## config.mk

```make
export PLATFORM = sky130hd
export DESIGN_NAME = instr_ptr_stack
export DESIGN_NICKNAME = d
export VERILOG_FILES = /design/src/rtl/instr_ptr_stack_pkg.sv /design/src/rtl/instr_ptr_ret_stack.sv /design/src/rtl/instr_ptr_stack.sv
export SDC_FILE = /design/constraint.sdc
export NUM_CORES = 1
export LEC_CHECK = 0
export ABC_AREA = 1
export CORE_MARGIN = 2
export CORE_UTILIZATION = 56
export CTS_BUF_LIST = sky130_fd_sc_hd__clkbuf_8
export DETAILED_ROUTE_END_ITERATION = 6
export DONT_BUFFER_PORTS = 1
export HOLD_SLACK_MARGIN = 0.15
export PLACE_DENSITY = 0.74
export REMOVE_ABC_BUFFERS = 1
export SYNTH_ARGS = -nofsm -noshare
export SYNTH_HDL_FRONTEND = slang
export SYNTH_HIERARCHICAL = 1
export SYNTH_SLANG_ARGS = --single-unit
```

## constraint.sdc

```tcl
create_clock -name clk -period 2.8 [get_ports clk]
set_clock_uncertainty 0.15 [all_clocks]
set_input_delay 0.56 -clock clk [delete_from_list [all_inputs] [get_ports clk]]
set_output_delay 0.56 -clock clk [all_outputs]
set_load 0.05 [all_outputs]
```

## src/rtl/instr_ptr_stack_pkg.sv

```systemverilog
// Shared definitions for the instruction pointer and its return-address stack.
// The next-pointer select encoding is shared with the decoder.
package instr_ptr_stack_pkg;

  typedef enum logic [2:0] {
    SEL_HOLD    = 3'd0,
    SEL_INC     = 3'd1,
    SEL_LOAD    = 3'd2,
    SEL_CALL    = 3'd3,
    SEL_RET     = 3'd4,
    SEL_RETCALL = 3'd5
  } ptr_sel_e;

  // Per-cycle priority: (ret&call) > ret > call > load > increment.
  // A return on an empty stack degrades to an increment, ret&call on empty to a call.
  function automatic ptr_sel_e next_sel(
    input logic enable,
    input logic load_enable,
    input logic call_en,
    input logic ret_en,
    input logic empty
  );
    ptr_sel_e sel;
    sel = SEL_HOLD;
    if (enable) begin
      if (ret_en && call_en)  sel = empty ? SEL_CALL : SEL_RETCALL;
      else if (ret_en)        sel = empty ? SEL_INC  : SEL_RET;
      else if (call_en)       sel = SEL_CALL;
      else if (load_enable)   sel = SEL_LOAD;
      else                    sel = SEL_INC;
    end
    return sel;
  endfunction

endpackage

```

## src/rtl/instr_ptr_ret_stack.sv

```systemverilog
// LIFO return-address stack. push&pop together replaces the top entry;
// push when full and pop when empty are discarded.
module instr_ptr_ret_stack #(
  parameter int unsigned WIDTH = 8,
  parameter int unsigned DEPTH = 4
) (
  input  logic                           clk,
  input  logic                           reset,
  input  logic                           push,
  input  logic                           pop,
  input  logic [WIDTH-1:0]               push_data,
  output logic [WIDTH-1:0]               top,
  output logic [$clog2(DEPTH+1)-1:0]     level,
  output logic                           full,
  output logic                           empty
);

  localparam int unsigned LVL_W = $clog2(DEPTH + 1);

  logic [WIDTH-1:0] mem [DEPTH];
  logic             do_push;
  logic             do_pop;
  logic             do_repl;

  assign empty = (level == '0);
  assign full  = (level == LVL_W'(DEPTH));

  // ret&call on an empty stack is a plain push; empty implies not full
  assign do_repl = push && pop && !empty;
  assign do_push = (push && !pop && !full) || (push && pop && empty);
  assign do_pop  = pop && !push && !empty;

  always_comb begin
    top = '0;
    for (int unsigned i = 0; i < DEPTH; i++) begin
      if (level == LVL_W'(i + 1)) top = mem[i];
    end
  end

  always_ff @(posedge clk or posedge reset) begin
    if (reset) begin
      level <= '0;
      for (int unsigned i = 0; i < DEPTH; i++) mem[i] <= '0;
    end else begin
      for (int unsigned i = 0; i < DEPTH; i++) begin
        if (do_push && level == LVL_W'(i))     mem[i] <= push_data;
        if (do_repl && level == LVL_W'(i + 1)) mem[i] <= push_data;
      end
      if (do_push)     level <= level + LVL_W'(1);
      else if (do_pop) level <= level - LVL_W'(1);
    end
  end

endmodule

```

## src/rtl/instr_ptr_stack.sv

```systemverilog
// Instruction pointer with hardware return-address stack (call/ret/load/increment).
// Define INSTR_PTR_STACK_ERR_EN to add sticky err_ovf/err_unf outputs.
module instr_ptr_stack #(
  parameter int unsigned PTR_WIDTH   = 8,
  parameter int unsigned STACK_DEPTH = 4,
  parameter logic [PTR_WIDTH-1:0] RESET_VAL = '0
) (
  input  logic                               clk,
  input  logic                               reset,
  input  logic                               enable,
  input  logic                               load_enable,
  input  logic [PTR_WIDTH-1:0]               load_val,
  input  logic                               call_en,
  input  logic                               ret_en,
  output logic [PTR_WIDTH-1:0]               ptr_out,
`ifdef INSTR_PTR_STACK_ERR_EN
  output logic                               err_ovf,
  output logic                               err_unf,
`endif
  output logic [$clog2(STACK_DEPTH+1)-1:0]   stack_level,
  output logic                               stack_full,
  output logic                               stack_empty
);

  import instr_ptr_stack_pkg::*;

  ptr_sel_e             sel;
  logic [PTR_WIDTH-1:0] ptr_inc;
  logic [PTR_WIDTH-1:0] ptr_next;
  logic [PTR_WIDTH-1:0] stk_top;
  logic                 push;
  logic                 pop;

  assign ptr_inc = ptr_out + PTR_WIDTH'(1);
  assign sel     = next_sel(enable, load_enable, call_en, ret_en, stack_empty);
  assign push    = (sel == SEL_CALL) || (sel == SEL_RETCALL);
  assign pop     = (sel == SEL_RET)  || (sel == SEL_RETCALL);

  always_comb begin
    ptr_next = ptr_out;
    unique case (sel)
      SEL_HOLD:                       ptr_next = ptr_out;
      SEL_INC:                        ptr_next = ptr_inc;
      SEL_LOAD, SEL_CALL, SEL_RETCALL: ptr_next = load_val;
      SEL_RET:                        ptr_next = stk_top;
      default:                        ptr_next = ptr_out;
    endcase
  end

  always_ff @(posedge clk or posedge reset) begin
    if (reset) ptr_out <= RESET_VAL;
    else       ptr_out <= ptr_next;
  end

  instr_ptr_ret_stack #(
    .WIDTH (PTR_WIDTH),
    .DEPTH (STACK_DEPTH)
  ) u_ret_stack (
    .clk       (clk),
    .reset     (reset),
    .push      (push),
    .pop       (pop),
    .push_data (ptr_inc),
    .top       (stk_top),
    .level     (stack_level),
    .full      (stack_full),
    .empty     (stack_empty)
  );

`ifdef INSTR_PTR_STACK_ERR_EN
  logic ovf_evt;
  logic unf_evt;

  assign ovf_evt = (sel == SEL_CALL) && stack_full;
  assign unf_evt = enable && ret_en && !call_en && stack_empty;

  always_ff @(posedge clk or posedge reset) begin
    if (reset) begin
      err_ovf <= 1'b0;
      err_unf <= 1'b0;
    end else begin
      if (ovf_evt) err_ovf <= 1'b1;
      if (unf_evt) err_unf <= 1'b1;
    end
  end
`endif

endmodule

```

==> run metrics, run 1 <==
status=completed; worst path required time=2.09 ns; Max-Cap Viols=0; Synth Area in Compound Gates=2.29%; simple-gate share of the synthesized area=46.8%; HPWL Detailed=4910 µm; Setup CP Type=reg2out; Post-Synth XOR/XNOR Area=0.334%; RSZ-0062 raised after global routing=false; clk buf depth=2; GR Util All Layers=27.6%; I/O pin count=27; ANT cells=0; DR DRC count=0; via/cell ratio=5.67; Hold Path Depth=2; Final setup viols=0; period utilization=88.5%; Startpoint Class=flip-flop; Worst path slowest cell=dfrtp_1; Worst Setup End Kind=primary output; Root Driver=clkbuf_8; First DRT Iteration DRCs=190; reg2reg path depth=12; GPL Wtd Cong=0.918; Post-Synth Adder-Cell Area=3.34%; CTS tree=yes; vias in the first global route=2321; P_leak=1.56 nW; Seq/Total Area, Yosys=41.0%; Pwr Total=0.00299 W; worst-margin pin slew=0.634 ns; Chip Width=72.5 µm; Routed Antenna Nets=0; library cells used by synthesis=26; maximum VDD drop=496 µV; final instance area=2820 µm²; relative slew slack=57.7%; Hold Fails Final Rpt=0; Yosys Warn Count=6; CP max stage delay=0.44 ns; Syn Inst Count=378; cts bufs inserted=5; WP buf/inv=2; Fmax=404 MHz; crit-path max FO=17; leading area contributor after synthesis=dfrtp_1; first-pass GRT wire length=11100 µm; Yosys top cell area share=41.0%; Layout Nets=409; Max Slew Vio Count=0; min Tclk post-route=2.48 ns; worst-skew pair later-pin latency=0.29 ns; Die Y-Extent=72.5 µm; clk sinks=43; GR Overflow Total=0; worst hold slack=0.244 ns; dpl cell area=2710 µm²; Syn Std Cell Area=2630 µm²; switching pwr=0.00147 W; sw frac=49.1%; Total Routed Length=6720 µm; Worst Hold Class=in2reg; DIE AREA=5250 µm²; clock transition at the registers of the reported paths=0.09 ns; area grow syn2layout=7.48%; largest family of logic cells by synthesized area=simple AND/OR/NAND/NOR gates; multiplexer area fraction after synthesis=0%; Avg Cell Area, Syn=6.94 µm²; Yosys reg bits=43; critical path depth in cells=4; Port-buffer cells=0; setup_tns=0 ns; commonest non-fill, non-tap cell in the layout=nand2_1; # resized after CTS=0; CP top delay family=buffers and inverters; crit-path cells=inv_1 > ha_1 > nand2_1 > inv_2; Cell Rows=24; largest net degree at the start of global routing=36; initial antenna violation count=0; H-tree levels=2; DR vias=2502; ranking of synthesized cells by area=dfrtp_1 41%, nand2_1 22%, nand3_1 10%, nor2_1 4.9%, inv_1 3.7%; Avg WL per Cell=15.2 µm; Starting Density=59.1%; commonest cells after routing, fill and taps aside=157 x nand2_1, 53 x nand3_1, 43 x dfrtp_1; Reg power frac=37.4%; Power Dens Cells=1060 nW/µm²; Pint=0.00152 W; Clk pwr share=14.3%; combinational share of power=48.3%; First-pass DRT Iterations=4; area of the core=4440 µm²; CP arrival=1.77 ns; share of cells above drive strength 1=11.1%
==> sequential cells by signal, summed over array words and instances (netlist names) <==
register,flops
u_ret_stack/mem,32
u_ret_stack/level,3
ptr_out,8
==> area by class of cell <==
cell class | count | area [µm²]
fill | 423 | 1620
multi-input combinational | 296 | 1380
sequential | 43 | 1080
inverter | 32 | 120
clock buffer | 6 | 82.6
timing repair buffer | 10 | 77.6
tap | 52 | 65.1
clock inverter | 2 | 16.3
==> metal layers <==
| metal | up-vias | GRT usage [%] | part of all wire (%) |
|---|---|---|---|
| met5 | - | 0 | 0 |
| met4 | 0 | 8.64 | 2.0 |
| met3 | 12 | 3.61 | 5.4 |
| met2 | 87 | 43.7 | 45 |
| met1 | 1186 | 39.6 | 47 |
| li1 | 1217 | - | - |
==> metrics by stage <==
stage          utilization (%)  worst slack, ns  std cells
2_1_floorplan                -            0.124        371
3_3_place_gp              61.0            0.461        432
3_5_place_dp              61.0            0.429        432
4_1_cts                   63.5            0.327        441
5_1_grt                   63.5            0.160        441
6_report                  63.5            0.323        441
==> synth_stat cells <==
cell	instances
nand2_2	9
nand3b_1	2
xor2_1	1
inv_1	26
a21oi_1	7
clkbuf_1	1
buf_4	2
dfrtp_1	43
a21boi_2	1
nand2_1	157
nand4_1	10
and2_1	2
buf_2	3
nand4_2	1
nor3_1	1
buf_6	1
ha_1	7
inv_2	6
nor2_4	2
nor2_2	1
o21bai_1	1
a31oi_1	1
nor2_1	34
or2_2	2
nand3_1	53
nand3_2	4
==> final timing paths <==
kind	slack (ns)	from	to
hold / removal	0.24	enable	ptr_out[0]
max in group asynchronous	1.51	reset	u_ret_stack/mem[15]
setup / recovery	0.32	u_ret_stack/level[0]	stack_full
setup reg to reg	0.39	u_ret_stack/level[1]	ptr_out[7]
hold reg to reg	0.33	u_ret_stack/mem[24]	u_ret_stack/mem[24]
min in group asynchronous	0.53	reset	ptr_out[1]
==> worst reg2reg max path, cell delays in order, from the launching register on <==
cell and delay, ns:
dfrtp_1 0.39, buf_4 0.20, ha_1 0.21, ha_1 0.24, inv_1 0.43, nor2_1 0.08
nor2_1 0.11, nand2_1 0.07, nand2_1 0.06, inv_1 0.04, nor3_1 0.15, nor2_1 0.07
a21oi_1 0.13
==> kinds of logic after synthesis <==
| logic type | after synthesis |
|---|---|
| compound gates | 10 |
| xor+xnor | 1 |
| fa+ha+maj | 7 |
| buf+inv | 39 |
| flops | 43 |
| simple gates | 278 |
==> power groups by stage <==
stage | Combinational, W | Sequential (W) | Clock [W]
after floorplan | 0.000937 | 0.00121 | 0
after detailed placement | 0.00142 | 0.00112 | 0
after global placement | 0.00141 | 0.00112 | 0
final | 0.00144 | 0.00112 | 0.000429
after global routing | 0.00160 | 0.00115 | 0.000462
after CTS | 0.00143 | 0.00111 | 0.000439
==> what timing repair did <==
item / CTS / global route
hold endpoints to repair: 43 / 0
endpoints found under the setup margin: 0 / 0
hold buffers: 1 / 0
setup buffers: 0 / 0
Power figures use the tool's default switching activity.
==> inputs of run 2 (changes only) <==
--- a/config.mk
+++ b/config.mk
@@ -13,6 +13,7 @@
 export DONT_BUFFER_PORTS = 1
 export HOLD_SLACK_MARGIN = 0.15
 export PLACE_DENSITY = 0.74
+export RECOVER_POWER = 50
 export REMOVE_ABC_BUFFERS = 1
 export SYNTH_ARGS = -nofsm -noshare
 export SYNTH_HDL_FRONTEND = slang
==> run metrics, run 2 (same netlist as run 1, synthesis figures left out) <==
status=completed; max reg flops=32; ANT cells=0; H-tree levels=2; First DRT Iteration DRCs=195; R2R Path Start=ptr_out[0]; setup_tns=0 ns; Starting Density=59.1%; commonest non-fill, non-tap cell in the layout=nand2_1; worst hold slack=0.241 ns; relative slew slack=41.5%; Final WS setup=0.330 ns; Power Dens Cells=1060 nW/µm²; Cell Rows=24; min Tclk post-route=2.47 ns; clk sinks=43; initial antenna violation count=0; Die Y-Extent=72.5 µm; final instance area=2800 µm²; Routed Antenna Nets=0; Total Routed Length=6720 µm; Max-Cap Viols=0; Final Util=63.1%; area grow syn2layout=6.82%; share of cells above drive strength 1=10.0%; Avg WL per Cell=15.2 µm; crit-path max FO=17; via/cell ratio=5.60; P_leak=1.54 nW; Fmax=405 MHz; Worst Hold Class=in2reg; DR DRC count=0; GPL Wtd Cong=0.918; RSZ-0062 raised after global routing=false; Port-buffer cells=0; Max Slew Vio Count=0; CTS tree=yes; CP startpoint=u_ret_stack/level[0]; clk buf depth=2; Regs by FF count=u_ret_stack/mem (32), ptr_out (8), u_ret_stack/level (3); Hold Fails Final Rpt=0; Root Driver=clkbuf_8; DIE AREA=5250 µm²; area of the core=4440 µm²; worst path required time=2.09 ns; filler instances=427; First-pass DRT Iterations=7; largest net degree at the start of global routing=36; GR Util All Layers=27.6%; commonest cells after routing, fill and taps aside=157 x nand2_1, 53 x nand3_1, 43 x dfrtp_1; first-pass GRT wire length=11100 µm; vias in the first global route=2321; Chip Width=72.5 µm; I/O pin count=27; dpl cell area=2710 µm²; DP Worst Slack=0.429 ns; worst-skew pair later-pin latency=0.29 ns; worst-margin pin slew=0.878 ns; period utilization=88.2%; Worst Setup End Kind=primary output; Setup CP Type=reg2out; post-CTS setup buffer count=0; Final setup viols=0; cts bufs inserted=5; GR Overflow Total=0; maximum VDD drop=493 µV; HPWL Detailed=4910 µm; HP Start=enable; Layout Nets=409; Startpoint Class=flip-flop; clock transition at the registers of the reported paths=0.09 ns; DR vias=2471; largest register by flop count=u_ret_stack/mem; CP arrival=1.76 ns
==> run 2: cell type report <==
| class | count | area (µm²) | area share [%] |
|---|---|---|---|
| multi-input cells | 296 | 1380 | 49.4 |
| flip-flops and latches | 43 | 1080 | 38.4 |
| inverters | 32 | 120 | 4.28 |
| clock buffers | 6 | 82.6 | 2.95 |
| well taps | 52 | 65.1 | 2.32 |
| repair buffers | 10 | 60.1 | 2.14 |
| clock inverters | 2 | 16.3 | 0.580 |
==> run 2: worst paths after layout <==
check | cells after the start | slack, ns | end
setup / recovery | 4 | 0.33 | stack_full
max in group asynchronous | 3 | 1.13 | u_ret_stack/mem[15]
setup reg to reg | 7 | 0.38 | u_ret_stack/mem[30]
hold / removal | 2 | 0.24 | ptr_out[0]
min in group asynchronous | 2 | 0.53 | ptr_out[1]
hold reg to reg | 2 | 0.33 | u_ret_stack/mem[24]
==> run 2: stage by stage <==
step | power [W] | cells
floorplan | 0.00215 | 371
global placement | 0.00252 | 432
detailed placement | 0.00255 | 432
CTS | 0.00298 | 441
global route | 0.00319 | 441
finish | 0.00297 | 441
==> run 2: what timing repair did <==
action | CTS | global route
hold buffers | 1 | 0
gates resized for setup | 0 | 0
setup endpoints to repair | 0 | 0
hold endpoints to repair | 43 | 0
==> run 2: per-layer routing <==
metal,wire length [µm],global-route usage [%]
met1,3130,39.6
met5,0,0
met4,112,8.64
met3,381,3.61
met2,3100,43.7
==> run 2: worst max-delay path, stage by stage (launching register included) <==
cell and delay, ns:
dfrtp_1 0.44, inv_1 0.14, ha_1 0.27, nand2_1 0.18, inv_2 0.43
==> run 2: where the power goes <==
part	internal [W]	switching, W	total [W]
registers	0.000881	0.000234	0.00111
clock network	0.000202	0.000226	0.000427
logic	0.000422	0.00100	0.00143
total	0.00150	0.00146	0.00297
